**src/rtl/lsu_pkg.sv**
```systemverilog
// Shared definitions for the load/store unit: RISC-V funct3 access-size codes
// and the control state encoding.
package lsu_pkg;

  localparam logic [2:0] F3_B  = 3'b000;
  localparam logic [2:0] F3_H  = 3'b001;
  localparam logic [2:0] F3_W  = 3'b010;
  localparam logic [2:0] F3_BU = 3'b100;
  localparam logic [2:0] F3_HU = 3'b101;

  typedef enum logic [1:0] {
    IDLE,
    ACCESS,
    RESP
  } state_t;

endpackage

```
**src/rtl/lsu_lane.sv**
```systemverilog
// Byte-lane steering for the LSU: store replication and write strobes, load lane
// extraction with sign/zero extension, and legality/alignment decode.
module lsu_lane
  import lsu_pkg::*;
(
  input  logic [2:0]  funct3,
  input  logic        we,
  input  logic [1:0]  addr_lo,
  input  logic [31:0] wdata_in,
  input  logic [31:0] rdata_in,
  output logic [31:0] wdata_out,
  output logic [3:0]  wstrb,
  output logic [31:0] rdata_out,
  output logic        err
);

  logic [7:0]  rd_byte;
  logic [15:0] rd_half;

  assign rd_byte = rdata_in[{addr_lo, 3'b000} +: 8];
  assign rd_half = rdata_in[{addr_lo[1], 4'b0000} +: 16];

  // NOTE: every output gets a default before the case so no path leaves one unassigned (no latches).
  always_comb begin
    wdata_out = wdata_in;
    wstrb     = 4'b0000;
    rdata_out = 32'h0;
    err       = 1'b0;
    unique case (funct3)
      F3_B: begin
        wdata_out = {4{wdata_in[7:0]}};
        wstrb     = 4'b0001 << addr_lo;
        rdata_out = {{24{rd_byte[7]}}, rd_byte};
      end
      F3_H: begin
        wdata_out = {2{wdata_in[15:0]}};
        wstrb     = 4'b0011 << addr_lo;
        rdata_out = {{16{rd_half[15]}}, rd_half};
        err       = addr_lo[0];
      end
      F3_W: begin
        wstrb     = 4'b1111;
        rdata_out = rdata_in;
        err       = |addr_lo;
      end
      F3_BU: begin
        rdata_out = {24'h0, rd_byte};
        err       = we;
      end
      F3_HU: begin
        rdata_out = {16'h0, rd_half};
        err       = we | addr_lo[0];
      end
      default: err = 1'b1;
    endcase
    // Loads never enable any write lane.
    if (!we) wstrb = 4'b0000;
  end

endmodule

```
**src/rtl/lsu.sv**
```systemverilog
// Load/store unit: one request at a time from execute, issues a single word-aligned
// valid/ready bus cycle toward data RAM, and returns extended load data or an error.
module lsu
  import lsu_pkg::*;
#(
  parameter int ADDR_WIDTH = 32
) (
  input  logic                  clk,
  input  logic                  resetn,
  input  logic                  req_valid,
  output logic                  req_ready,
  input  logic                  req_we,
  input  logic [2:0]            req_funct3,
  input  logic [ADDR_WIDTH-1:0] req_addr,
  input  logic [31:0]           req_wdata,
  output logic                  rsp_valid,
  output logic [31:0]           rsp_rdata,
  output logic                  rsp_err,
  output logic                  mem_valid,
  input  logic                  mem_ready,
  output logic [ADDR_WIDTH-1:0] mem_addr,
  output logic [31:0]           mem_wdata,
  output logic [3:0]            mem_wstrb,
  input  logic [31:0]           mem_rdata
);

  state_t      state, state_next;
  logic        we_q;
  logic [2:0]  funct3_q;
  logic [1:0]  addr_lo_q;
  logic        idle;
  logic        ln_we;
  logic [2:0]  ln_funct3;
  logic [1:0]  ln_addr_lo;
  logic [31:0] lane_wdata;
  logic [3:0]  lane_wstrb;
  logic [31:0] lane_rdata;
  logic        lane_err;

  assign idle      = (state == IDLE);
  assign req_ready = idle & resetn;

  // The lane decodes the live request while idle and the latched request afterwards.
  assign ln_we      = idle ? req_we          : we_q;
  assign ln_funct3  = idle ? req_funct3      : funct3_q;
  assign ln_addr_lo = idle ? req_addr[1:0]   : addr_lo_q;

  lsu_lane u_lane (
    .funct3    (ln_funct3),
    .we        (ln_we),
    .addr_lo   (ln_addr_lo),
    .wdata_in  (req_wdata),
    .rdata_in  (mem_rdata),
    .wdata_out (lane_wdata),
    .wstrb     (lane_wstrb),
    .rdata_out (lane_rdata),
    .err       (lane_err)
  );

  // NOTE: sequential state uses non-blocking assignments so every flop samples pre-edge values.
  always_ff @(posedge clk or negedge resetn) begin
    if (!resetn) state <= IDLE;
    else         state <= state_next;
  end

  always_comb begin
    state_next = state;
    unique case (state)
      IDLE:    if (req_valid) state_next = lane_err ? RESP : ACCESS;
      ACCESS:  if (mem_ready) state_next = RESP;
      RESP:    state_next = IDLE;
      default: state_next = IDLE;
    endcase
  end

  always_ff @(posedge clk or negedge resetn) begin
    if (!resetn) begin
      we_q      <= 1'b0;
      funct3_q  <= 3'b000;
      addr_lo_q <= 2'b00;
      mem_valid <= 1'b0;
      mem_addr  <= '0;
      mem_wdata <= 32'h0;
      mem_wstrb <= 4'b0000;
      rsp_valid <= 1'b0;
      rsp_rdata <= 32'h0;
      rsp_err   <= 1'b0;
    end else begin
      rsp_valid <= 1'b0;
      unique case (state)
        IDLE: if (req_valid) begin
          we_q      <= req_we;
          funct3_q  <= req_funct3;
          addr_lo_q <= req_addr[1:0];
          if (lane_err) begin
            rsp_valid <= 1'b1;
            rsp_err   <= 1'b1;
            rsp_rdata <= 32'h0;
          end else begin
            mem_valid <= 1'b1;
            mem_addr  <= {req_addr[ADDR_WIDTH-1:2], 2'b00};
            mem_wdata <= lane_wdata;
            mem_wstrb <= lane_wstrb;
          end
        end
        ACCESS: if (mem_ready) begin
          mem_valid <= 1'b0;
          rsp_valid <= 1'b1;
          rsp_err   <= 1'b0;
          rsp_rdata <= we_q ? 32'h0 : lane_rdata;
        end
        default: ;
      endcase
    end
  end

endmodule

```
**config.mk**
```make
export PLATFORM = sky130hd
export DESIGN_NAME = lsu
export DESIGN_NICKNAME = d
export VERILOG_FILES = /design/src/rtl/lsu_pkg.sv /design/src/rtl/lsu_lane.sv /design/src/rtl/lsu.sv
export SDC_FILE = /design/constraint.sdc
export NUM_CORES = 1
export LEC_CHECK = 0
export BUFFER_PORTS_ARGS = -buffer_cell sky130_fd_sc_hd__buf_2
export CAP_MARGIN = 20
export CORE_ASPECT_RATIO = 1.4
export CORE_MARGIN = 5
export CORE_UTILIZATION = 40
export CTS_CLUSTER_DIAMETER = 100
export CTS_CLUSTER_SIZE = 40
export DETAILED_ROUTE_END_ITERATION = 8
export PLACE_DENSITY = 0.77
export SLEW_MARGIN = 20
export SYNTH_ARGS = -nofsm -noshare
export SYNTH_HDL_FRONTEND = slang
export SYNTH_HIERARCHICAL = 1
export SYNTH_SLANG_ARGS = --single-unit
```
**constraint.sdc**
```tcl
create_clock -name clk -period 3.2 [get_ports clk]
set_clock_uncertainty 0.1 [all_clocks]
set_input_delay 0.64 -clock clk [delete_from_list [all_inputs] [get_ports clk]]
set_output_delay 0.64 -clock clk [all_outputs]
set_load 0.02 [all_outputs]
```
==> results by group <==
Clock network
  – CTS Root Cell: clkbuf_16
  – CTS buffer count: 9
  – CTS HTree Levels: 3
  – Post-CTS Setup Bufs: 0
  – CTS tree: done
  – Clock Latency Late Sink: 0.34 ns
  – Clk buf depth: 2
  – Clock slew at reported path FFs: 0.08 ns
  – CTS sink cnt: 109

Placement
  – DP HPWL: 11,300 µm
  – Port Buffers: 205
  – Placer Congestion: 0.801
  – Cells after DPL: 875

Global route
  – Global-route wire length before repair: 24,000 µm
  – Initial antenna violation count: 0
  – Vias in the first global route: 4,629
  – Largest net degree at the start of global routing: 68
  – Congestion Overflow GR: 0
  – Total track usage: 0.173

Critical path
  – WS Path Type: flop to flop
  – Critical path data arrival time: 3.05 ns
  – CP max stage cell: a22o_2
  – CP Capture Type: flop
  – CP delay by family, top: compound AO/OA/AOI/OAI gates
  – Critical path required time: 3.34 ns
  – CP Launch Type: flop
  – Bufs and invs on worst path: 1
  – CP Cell Sequence: nor2_2 -> mux2_2 -> a221oi_1 -> a21oi_1 -> buf_4 -> a22o_2 -> mux2i_1
  – Worst Path Max Fanout: 34
  – Crit path largest cell delay: 0.82 ns

Final layout
  – Proportion of layout cells with a drive suffix above 1: 0.511
  – Nets: 802
  – Ant diodes: 0
  – Commonest non-fill, non-tap cell in the layout: buf_2
  – Most frequent cells in the layout: buf_2 (204), dfrtp_1 (109), mux2_2 (108)
  – Fill count: 1,350
  – Non-Filler Instances: 892
  – Util after Layout: 0.502
  – Area growth syn-to-layout: 23.8%

Synth
  – Average cell area after synthesis: 11.5 µm²
  – FFs w/ async S/R, synth: 1.00
  – Register area share after synthesis: 0.467
  – Register bit total from synthesis: 109
  – Yosys Warn Count: 6
  – Mapped Area: 5840 µm²
  – Unique masters post-synth: 38
  – Top FF cell, synth: dfrtp_1
  – Post-synth EDFFs: 0
  – Cells after Synth: 508

Timing
  – Final hold viol count: 0
  – Fin crit share: 0.909
  – Final setup viols: 0
  – Max Transition Viols Final: 0
  – Fin Setup TNS: 0 ns
  – Fmax: 344 MHz
  – Max-slew headroom: 0.320
  – Crit path time final: 2.91 ns
  – Slew @ Worst Pin: 1.02 ns
  – Setup repair after global routing missed its margin: false

Floorplan
  – # IOs: 208
  – Row count: 52
  – Die height: 153 µm
  – Core Region: 14,400 µm²
  – Initial core utilization: 0.406
  – Die area: 17,100 µm²
  – Die span in x: 112 µm

Drt
  – Drt pass-1 iters: 4
  – Top sig layer: met4
  – Metal2 WL: 7570 µm
  – Antenna-violating nets left: 0
  – Via density per instance: 4.93
  – # DRC: 0
  – Routed wire per std cell: 16.7 µm
  – Final wirelength: 14,900 µm
  – Met3 WL: 1220 µm
  – Met1 WL: 5860 µm
  – Iter 0 DRT Violations: 166
  – Routed vias: 4,395

Worst hold path
  – Min-Delay Path Class: flop to flop

Power
  – LEAKAGE: 3.45 nW
  – Worst vdd ir: 497 µV
  – Pwr dens: 1020 nW/µm²

Job
  – Max-Cap Viols: 0

Run status
  – Status: finished, final reports clean
## layer usage
metal,track usage,up-vias
li1,-,2100
met1,0.209,2116
met2,0.299,166
met3,0.0522,13
met4,0.0424,0
met5,0,-
## cells by family after synthesis
logic type,after synthesis,share of synthesized area
other,1,0.000642
buffers and inverters,79,0.0772
flip-flops,109,0.467
multiplexers,159,0.298
AO/OA/AOI/OAI,64,0.0673
AND/OR/NAND/NOR,96,0.0892
## final timing paths
kind	startpoint	slack (ns)	to	depth (start not counted)
setup / recovery	state[1]	0.29	rsp_rdata[9]	7
hold / removal	mem_wstrb[1]	0.40	mem_wstrb[1]	1
min in group asynchronous	resetn	0.53	rsp_valid	2
max in group asynchronous	resetn	1.59	mem_addr[31]	3
setup reg to reg	state[1]	0.29	rsp_rdata[9]	7
hold reg to reg	mem_wstrb[1]	0.40	mem_wstrb[1]	1
## registers in the layout, indices dropped and copies added (netlist names)
name,cells
mem_wstrb,4
addr_lo_q,2
rsp_rdata,32
mem_addr,30
mem_valid,1
mem_wdata,32
we_q,1
rsp_valid,1
state,2
rsp_err,1
funct3_q,3
## final cells by class
type,instances,area (µm²),area share
sequential,109,2730,0.378
clock buffer,10,229,0.0317
timing repair buffer,222,1170,0.162
tap,189,236,0.0327
inverter,35,131,0.0182
multi-input combinational,321,2670,0.370
clock inverter,6,56.3,0.00779
## timing repair
item,CTS,global route
gates resized for setup,0,0
hold buffers,1,0
endpoints found under the hold margin,1,0
## synthesized netlist by cell type (2+ instances only)
master | count | area [µm²]
or2_2 | 2 | 12.5
nor2b_1 | 21 | 131
o21a_1 | 2 | 15.0
a21oi_1 | 13 | 65.1
o21ai_1 | 2 | 10.0
mux2_4 | 3 | 45.0
o21ai_0 | 25 | 125
nand2_1 | 41 | 154
a22oi_1 | 8 | 60.1
mux2_2 | 108 | 1220
dfrtp_1 | 109 | 2730
nor3b_2 | 2 | 25.0
inv_1 | 35 | 131
a22o_1 | 2 | 17.5
nor2_1 | 15 | 56.3
a21o_1 | 2 | 15.0
buf_4 | 15 | 113
buf_12 | 3 | 60.1
mux2i_1 | 48 | 480
buf_2 | 15 | 75.1
and2_1 | 2 | 12.5
nand2b_1 | 4 | 25.0
o22ai_1 | 8 | 50.1
buf_6 | 4 | 45.0
clkbuf_1 | 6 | 22.5
## per-stage QoR
stage          worst slack, ns  power (mW)  hold WS (ns)  cell area (µm²)
2_1_floorplan           0.0760        5.33         0.244             5840
3_3_place_gp             0.351        6.25         0.340             6930
3_5_place_dp             0.281        6.34         0.339             6930
4_1_cts                  0.263        7.43         0.408             7220
5_1_grt                 0.0690        7.85         0.407             7220
6_report                 0.290        7.33         0.403             7220
## power breakdown
part / switching, mW / leakage [nW] / internal [mW]
sequential: 0.265 / 1.36 / 1.93
combinational: 2.26 / 1.95 / 1.81
clock: 0.528 / 0.137 / 0.545
No activity file was read; power rests on OpenSTA's default activity.
